## src/rtl/rv32i_microcode_sequencer_if.sv

```systemverilog
// rv32i_microcode_sequencer_if
//   Bundles the sequencer's data and control signals. Clock and reset are not
//   part of the bundle.
//   Optional counter port instret_o exists only when RV32I_SEQ_INSTRET_EN is defined.
//   master : the sequencer.
//            Inputs: instruction_i, stall_i, irq_i.
//            Outputs: microcode_addr_o, instr_done_o, irq_ack_o, illegal_o
//            and, when enabled, instret_o.
//   slave  : the surrounding core/ROM side, with the opposite directions.
interface rv32i_microcode_sequencer_if #(
    parameter int ADDR_W = 5
);
    logic [31:0]       instruction_i;
    logic              stall_i;
    logic              irq_i;
    logic [ADDR_W-1:0] microcode_addr_o;
    logic              instr_done_o;
    logic              irq_ack_o;
    logic              illegal_o;
`ifdef RV32I_SEQ_INSTRET_EN
    logic [63:0]       instret_o;
`endif

    modport master (
        input  instruction_i, stall_i, irq_i,
        output microcode_addr_o, instr_done_o, irq_ack_o, illegal_o
`ifdef RV32I_SEQ_INSTRET_EN
        , output instret_o
`endif
    );

    modport slave (
        output instruction_i, stall_i, irq_i,
        input  microcode_addr_o, instr_done_o, irq_ack_o, illegal_o
`ifdef RV32I_SEQ_INSTRET_EN
        , input instret_o
`endif
    );
endinterface

```

## src/rtl/rv32i_microcode_sequencer.sv

```systemverilog
// rv32i_microcode_sequencer
//   Produces the registered microcode ROM address for the RV32I microcoded core.
//   It runs the two-word fetch routine, then decodes the fetched instruction
//   into a routine start address and length, and steps through that routine.
//   After an instruction retires, it can enter the two-word interrupt pseudo-op.
//   An undecodable opcode halts the sequencer until reset.
//   Ports:
//     clk_i, reset_i : clock and synchronous active-high reset.
//     bus (master)   : instruction_i, stall_i, irq_i in;
//                      microcode_addr_o, instr_done_o, irq_ack_o, illegal_o out.
//   Optional: define RV32I_SEQ_INSTRET_EN to add the 64-bit retired-instruction
//   counter bus.instret_o.
module rv32i_microcode_sequencer #(
    parameter int ADDR_W = 5,
    parameter bit IRQ_EN = 1'b1
) (
    input  logic                             clk_i,
    input  logic                             reset_i,
    rv32i_microcode_sequencer_if.master      bus
);
    typedef enum logic [1:0] {ST_FETCH, ST_EXEC, ST_IRQ, ST_HALT} state_t;

    state_t            state_q, state_d;
    logic [ADDR_W-1:0] addr_q, addr_d;
    logic [1:0]        cnt_q, cnt_d;
    logic              done_q, done_d;
    logic              ack_q, ack_d;
    logic              illegal_q, illegal_d;
    logic [7:0]        dec;

    // Returns {valid, start[4:0], length-1[1:0]}. A result of zero means illegal.
    function automatic logic [7:0] decode(input logic [6:0] opc, input logic [2:0] f3,
                                          input logic [11:0] imm);
        logic [7:0] r;
        r = 8'h00;
        case (opc)
            7'b0000011: case (f3)
                3'b000, 3'b100: r = {1'b1, 5'h02, 2'd0};
                3'b001, 3'b101: r = {1'b1, 5'h03, 2'd0};
                3'b010:         r = {1'b1, 5'h04, 2'd1};
                default:        r = 8'h00;
            endcase
            7'b0001111: r = {1'b1, 5'h06, 2'd0};
            7'b0010011: r = {1'b1, 5'h07, 2'd0};
            7'b0010111: r = {1'b1, 5'h08, 2'd0};
            7'b0100011: case (f3)
                3'b000:  r = {1'b1, 5'h09, 2'd0};
                3'b001:  r = {1'b1, 5'h0A, 2'd0};
                3'b010:  r = {1'b1, 5'h0B, 2'd1};
                default: r = 8'h00;
            endcase
            7'b0110011: r = {1'b1, 5'h0D, 2'd0};
            7'b0110111: r = {1'b1, 5'h0E, 2'd0};
            7'b1100011: r = {1'b1, 5'h0F, 2'd0};
            7'b1100111: r = {1'b1, 5'h10, 2'd0};
            7'b1101111: r = {1'b1, 5'h11, 2'd0};
            // Only MRET is supported from the SYSTEM opcode space.
            7'b1110011: if (imm == 12'h302 && f3 == 3'b000) r = {1'b1, 5'h12, 2'd0};
            default:    r = 8'h00;
        endcase
        return r;
    endfunction

    // Register fields are not needed to choose a routine.
    logic unused_fields;
    assign unused_fields = ^{bus.instruction_i[19:15], bus.instruction_i[11:7]};

    always_comb begin
        state_d   = state_q;
        addr_d    = addr_q;
        cnt_d     = cnt_q;
        done_d    = 1'b0;
        ack_d     = 1'b0;
        illegal_d = illegal_q;
        dec       = decode(bus.instruction_i[6:0], bus.instruction_i[14:12],
                           bus.instruction_i[31:20]);
        // A stall freezes everything. Pulses drop to zero during the stall.
        if (!bus.stall_i) begin
            case (state_q)
                ST_FETCH: begin
                    if (addr_q == ADDR_W'(5'h00)) begin
                        addr_d = ADDR_W'(5'h01);
                    end else if (dec[7]) begin
                        addr_d  = ADDR_W'(dec[6:2]);
                        cnt_d   = dec[1:0];
                        state_d = ST_EXEC;
                    end else begin
                        addr_d    = ADDR_W'(5'h00);
                        illegal_d = 1'b1;
                        state_d   = ST_HALT;
                    end
                end
                ST_EXEC: begin
                    if (cnt_q != 2'd0) begin
                        addr_d = addr_q + ADDR_W'(1);
                        cnt_d  = cnt_q - 2'd1;
                    end else begin
                        done_d = 1'b1;
                        // The IRQ request is sampled only here, at instruction
                        // completion. As a result, there can be no back-to-back
                        // interrupt entry.
                        if (IRQ_EN && bus.irq_i) begin
                            addr_d  = ADDR_W'(5'h13);
                            ack_d   = 1'b1;
                            state_d = ST_IRQ;
                        end else begin
                            addr_d  = ADDR_W'(5'h00);
                            state_d = ST_FETCH;
                        end
                    end
                end
                ST_IRQ: begin
                    if (addr_q == ADDR_W'(5'h13)) begin
                        addr_d = ADDR_W'(5'h14);
                    end else begin
                        addr_d  = ADDR_W'(5'h00);
                        state_d = ST_FETCH;
                    end
                end
                default: begin
                    addr_d = ADDR_W'(5'h00);
                end
            endcase
        end
    end

    always_ff @(posedge clk_i) begin
        if (reset_i) begin
            state_q   <= ST_FETCH;
            addr_q    <= '0;
            cnt_q     <= 2'd0;
            done_q    <= 1'b0;
            ack_q     <= 1'b0;
            illegal_q <= 1'b0;
        end else begin
            state_q   <= state_d;
            addr_q    <= addr_d;
            cnt_q     <= cnt_d;
            done_q    <= done_d;
            ack_q     <= ack_d;
            illegal_q <= illegal_d;
        end
    end

    assign bus.microcode_addr_o = addr_q;
    assign bus.instr_done_o     = done_q;
    assign bus.irq_ack_o        = ack_q;
    assign bus.illegal_o        = illegal_q;

`ifdef RV32I_SEQ_INSTRET_EN
    // The counter steps on the same edge that raises instr_done_o. The
    // interrupt routine and HALT never raise instr_done_o, so they are not
    // counted.
    logic [63:0] instret_q, instret_d;

    always_comb begin
        instret_d = instret_q + (done_d ? 64'd1 : 64'd0);
    end

    always_ff @(posedge clk_i) begin
        if (reset_i) instret_q <= 64'd0;
        else         instret_q <= instret_d;
    end

    assign bus.instret_o = instret_q;
`endif
endmodule
```

## src/flat_wrapper.sv

```systemverilog
// flat-port wrapper written by rule: the top's interface ports become plain ports
module rv32i_microcode_sequencer_flat 
#(
    parameter int ADDR_W = 5,
    parameter bit IRQ_EN = 1'b1
)
  (clk_i, reset_i, bus_instruction_i, bus_stall_i, bus_irq_i, bus_microcode_addr_o, bus_instr_done_o, bus_irq_ack_o, bus_illegal_o);
  rv32i_microcode_sequencer_if #(.ADDR_W(ADDR_W)) bus_i ();
  input  logic clk_i;
  input  logic reset_i;
  input wire logic [$bits(bus_i.instruction_i)-1:0] bus_instruction_i;
  input wire logic [$bits(bus_i.stall_i)-1:0] bus_stall_i;
  input wire logic [$bits(bus_i.irq_i)-1:0] bus_irq_i;
  output wire logic [$bits(bus_i.microcode_addr_o)-1:0] bus_microcode_addr_o;
  output wire logic [$bits(bus_i.instr_done_o)-1:0] bus_instr_done_o;
  output wire logic [$bits(bus_i.irq_ack_o)-1:0] bus_irq_ack_o;
  output wire logic [$bits(bus_i.illegal_o)-1:0] bus_illegal_o;
  assign bus_i.instruction_i = bus_instruction_i;
  assign bus_i.stall_i = bus_stall_i;
  assign bus_i.irq_i = bus_irq_i;
  assign bus_microcode_addr_o = bus_i.microcode_addr_o;
  assign bus_instr_done_o = bus_i.instr_done_o;
  assign bus_irq_ack_o = bus_i.irq_ack_o;
  assign bus_illegal_o = bus_i.illegal_o;
  rv32i_microcode_sequencer #(.ADDR_W(ADDR_W), .IRQ_EN(IRQ_EN)) u_core (.clk_i(clk_i), .reset_i(reset_i), .bus(bus_i));
endmodule
```

## config.mk

```make
export PLATFORM = sky130hd
export DESIGN_NAME = rv32i_microcode_sequencer_flat
export DESIGN_NICKNAME = d
export VERILOG_FILES = /design/src/rtl/rv32i_microcode_sequencer_if.sv /design/src/rtl/rv32i_microcode_sequencer.sv /design/src/flat_wrapper.sv
export SDC_FILE = /design/constraint.sdc
export NUM_CORES = 1
export LEC_CHECK = 0
export ABC_AREA = 1
export CAP_MARGIN = 20
export CORE_UTILIZATION = 39
export CTS_CLUSTER_DIAMETER = 100
export DETAILED_ROUTE_END_ITERATION = 6
export MAX_ROUTING_LAYER = met4
export PLACE_DENSITY = 0.73
export SETUP_SLACK_MARGIN = 0.15
export SLEW_MARGIN = 15
export SYNTH_ARGS = -nofsm -noshare
export SYNTH_HDL_FRONTEND = slang
export SYNTH_SLANG_ARGS = --single-unit
```

## constraint.sdc

```tcl
create_clock -name clk_i -period 1.5 [get_ports clk_i]
set_input_delay 0.3 -clock clk_i [delete_from_list [all_inputs] [get_ports clk_i]]
set_output_delay 0.3 -clock clk_i [all_outputs]
set_load 0.005 [all_outputs]
```

==> parameters.txt <==
Parameter                              Value

Status
  Status    finished, violations left
  Failing checks    negative setup slack

Logic synthesis
  Most common cell in the netlist    sky130_fd_sc_hd__nand2_1
  Library cell occupying the most area in the post-synthesis netlist    sky130_fd_sc_hd__dfxtp_1
  Most instantiated cells after synthesis    sky130_fd_sc_hd__nand2_1 (49), sky130_fd_sc_hd__inv_1 (21), sky130_fd_sc_hd__nor2_1 (21)
  Number of synthesized flops with an enable pin    0
  Sequential fraction of the synthesis area    0.210
  Gate count after technology mapping    188
  Synthesized net count    232
  Cells taking the most area after synthesis    sky130_fd_sc_hd__dfxtp_1 (21%), sky130_fd_sc_hd__nand2_1 (16%), sky130_fd_sc_hd__ha_1 (8.7%), sky130_fd_sc_hd__nand3_1 (8.7%), sky130_fd_sc_hd__inv_1 (6.9%)
  Main synth FF type    sky130_fd_sc_hd__dfxtp_1
  Number of warning messages in the yosys log    0
  Area share of the largest cell type after synthesis    0.210
  Synthesized cell area    1150 sq um
  Total of flip-flops plus latches after synthesis    12
  Post-synthesis async set-or-reset flop share    0
  Syn_area_per_cell    6.10 sq um
  Number of different library cells in the post-synthesis netlist    28

Floorplan
  Die Outline Area    3160 sq um
  Die boundary height    56.2 um
  Effective utilization at floorplan    0.412
  Core Area    2780 sq um
  IO Count    44
  Die W    56.2 um
  Number of cell rows    19

CTS
  Clock tree from TritonCTS    done
  Hold buffers post-CTS    0
  Root Driver    sky130_fd_sc_hd__clkbuf_4
  Clock sinks    12
  Maximum clock path buffer count    2
  Number of levels the H-tree was split into    1
  Clock-pin slew reported for the worst setup and hold paths after clock tree synthesis    0.07 ns
  Insertion delay of the later-clocked pin in the worst-skew pair    0.28 ns
  Number of clock buffers inserted by TritonCTS    3

Global route
  Total GRT Usage    0.258
  Met1 Usage GRT    0.301
  Wire length of the first global-routing pass    6220 um
  Via count of the first global-routing pass    1,443
  GRT overflow    0
  Largest net degree at the start of global routing    7
  GR Util met3    0.0558
  Number of antenna violations at the first check in global routing    0
  Busiest layer in global routing    met2
  Met2 track demand over resource    0.427

Routing
  Routed length per placed instance    16.4 um
  Post-route antenna net violation count    0
  Drt pass-1 iters    4
  # DRC    0
  Ratio of routed vias to standard cells    5.53
  Wirelength, routed    4790 um
  Total via count after detailed routing    1,609
  Detailed Route Iter0 Violations    83

Setup path
  Data required, critical path    1.69 ns
  Setup crit start kind    flop
  R2r startpoint    u_core.state_q[1]$_SDFFE_PP0P_
  Worst reg2reg endpoint    u_core.bus.microcode_addr_o[1]$_SDFFE_PP0N_
  Flop-to-flop setup slack    -0.04 ns
  Maximum fanout along the worst path    4
  Number of cells on the worst reg-to-reg path    9
  Critical path data arrival time    1.73 ns
  Critical Setup Path Class    flop to flop
  Category of the worst setup path capture point    flop

Final layout
  Fill count    181
  Share of layout cells above drive strength 1    0.500
  Number of nets in the final layout    306
  Layout overhead on the synthesized area    83.0%
  ANT cells    0

STA
  Highest achievable clock rate    649 MHz
  Hold violation total from the final report    0
  Clock period minus final worst setup slack    1.54 ns
  Final Slew Violations    0
  Clock skew after layout    0.00230 ns
  Crit path setup slack, layout    -0.0414 ns
  Pin slew with the least headroom to its limit    0.325 ns
  Fraction of the cycle the final worst path needs    1.03
  Post-Route Hold Slack    0.447 ns
  Setup Viol. Count Final    1
  RSZ-0062 raised after global routing    yes
  Final setup TNS    -0.0414 ns
  Normalized max-slew margin    0.782

Power
  Sequential power share    0.189
  Pwr dens    1190 nW/um^2
  Internal    1.32 mW
  Switching power summed over all nets    1.17 mW
  Comb power frac    0.729
  Sw Ratio    0.470
  Design Power    2.49 mW
  Clock power share    0.082
  LEAKAGE    1.02 nW
  Peak supply drop    0.00141 V

Hold path
  Class of the tightest hold or removal check    flop to flop
  Worst Hold Depth    1
  Worst hold path endpoint    u_core.bus.illegal_o$_SDFFE_PP0P_
  Startpoint of the most critical hold path    u_core.bus.illegal_o$_SDFFE_PP0P_

Placed design
  Port Buf Inserts    33
  Estimated wirelength of the detail-placed design    2440 um
  Post-Place Worst Slack    -0.448 ns
  Placer Congestion    0.912

Job
  # Max-Cap Violations    0
-- metrics by stage --
| step | utilization | cell area, sq um | std cells |
|---|---|---|---|
| 2_1_floorplan | - | 1150 | 188 |
| 3_3_place_gp | 0.595 | 1650 | 270 |
| 3_5_place_dp | 0.595 | 1650 | 270 |
| 4_1_cts | 0.684 | 1900 | 286 |
| 5_1_grt | 0.754 | 2100 | 291 |
| 6_report | 0.754 | 2100 | 291 |
-- how the worst max path moves through the flow --
stage                                                           start                                     endpoint  slack [ns]
after floorplan                        u_core.state_q[0]$_SDFFE_PP0P_               u_core.state_q[1]$_SDFFE_PP0P_        0.16
after global placement                           bus_instruction_i[3]                 u_core.cnt_q[1]$_SDFFE_PP0P_       -0.41
after detailed placement                         bus_instruction_i[3]               u_core.state_q[1]$_SDFFE_PP0P_       -0.45
after CTS                 u_core.bus.microcode_addr_o[0]$_SDFFE_PP0N_               u_core.state_q[1]$_SDFFE_PP0P_        0.13
after global routing                   u_core.state_q[1]$_SDFFE_PP0P_  u_core.bus.microcode_addr_o[1]$_SDFFE_PP0N_       -0.04
final                                  u_core.state_q[1]$_SDFFE_PP0P_  u_core.bus.microcode_addr_o[1]$_SDFFE_PP0N_       -0.04
-- cell type report --
| type | count | area (sq um) | share of cell area |
|---|---|---|---|
| Clock buffer | 3 | 22.5 | 0.0107 |
| Inverter | 25 | 98.8 | 0.0471 |
| Multi-Input combinational cell | 148 | 1080 | 0.515 |
| Sequential cell | 12 | 260 | 0.124 |
| Tap cell | 31 | 38.8 | 0.0185 |
| Timing Repair Buffer | 72 | 597 | 0.285 |
-- repair_timing --
item / 4_1_cts / 5_1_grt
cloned: 1 / 0
pin swaps: 33 / 39
endpoints found under the setup margin: 18 / 10
endpoints found under the hold margin: 0 / 0
buffers inserted: 12 / 5
gates resized for setup: 83 / 71
-- per-layer routing --
metal	part of all wire	vias to the layer above
li1	-	764
met1	0.40	746
met2	0.50	81
met3	0.067	18
met4	0.033	0
met5	0	-
-- cells in the final DEF (no fill, tap or decap), drive strengths merged --
master / n
ha: 8
o21a: 1
nand3: 21
nor3: 5
dfxtp: 12
o211ai: 1
a21oi: 10
o21ai: 13
or2: 2
nand2: 53
nor2: 24
nor3b: 1
buf: 40
inv: 25
nand4: 7
clkdlybuf4s15: 1
and2: 1
o21bai: 1
dlygate4sd2: 21
clkbuf: 10
clkdlybuf4s50: 3
-- state kept, by name (all words and copies together) (netlist names) --
register,cells
u_core.bus.microcode_addr_o,5
u_core.cnt_q,2
u_core.state_q,2
u_core.bus.illegal_o,1
u_core.bus.instr_done_o,1
u_core.bus.irq_ack_o,1
-- cell families (layout without fill, tap and decap cells) --
group | count (synthesis) | in the layout | share of synthesized area
adders and majority gates | 8 | 8 | 0.0873
and+or+nand+nor | 114 | 114 | 0.474
buffers and inverters | 28 | 100 | 0.103
DFF | 12 | 12 | 0.210
AOI/OAI and AO/OA | 26 | 26 | 0.127
-- critical path: stages (launching register included) --
cell                      delay (ns)
sky130_fd_sc_hd__dfxtp_2        0.33
sky130_fd_sc_hd__inv_4          0.07
sky130_fd_sc_hd__ha_4           0.15
sky130_fd_sc_hd__buf_6          0.13
sky130_fd_sc_hd__nand2_2        0.08
sky130_fd_sc_hd__o21ai_2        0.11
sky130_fd_sc_hd__o21ai_0        0.18
sky130_fd_sc_hd__nand2_1        0.11
sky130_fd_sc_hd__nand2_1        0.05
sky130_fd_sc_hd__a21oi_1        0.22
-- power groups by stage --
stage	combinational, mW	clock (mW)	sequential (mW)
6_report	1.81	0.204	0.471
3_5_place_dp	0.979	0	0.454
5_1_grt	1.93	0.225	0.475
4_1_cts	1.23	0.205	0.449
2_1_floorplan	0.568	0	0.461
3_3_place_gp	0.973	0	0.452
Note: power is estimated with default switching activity, not from simulation.
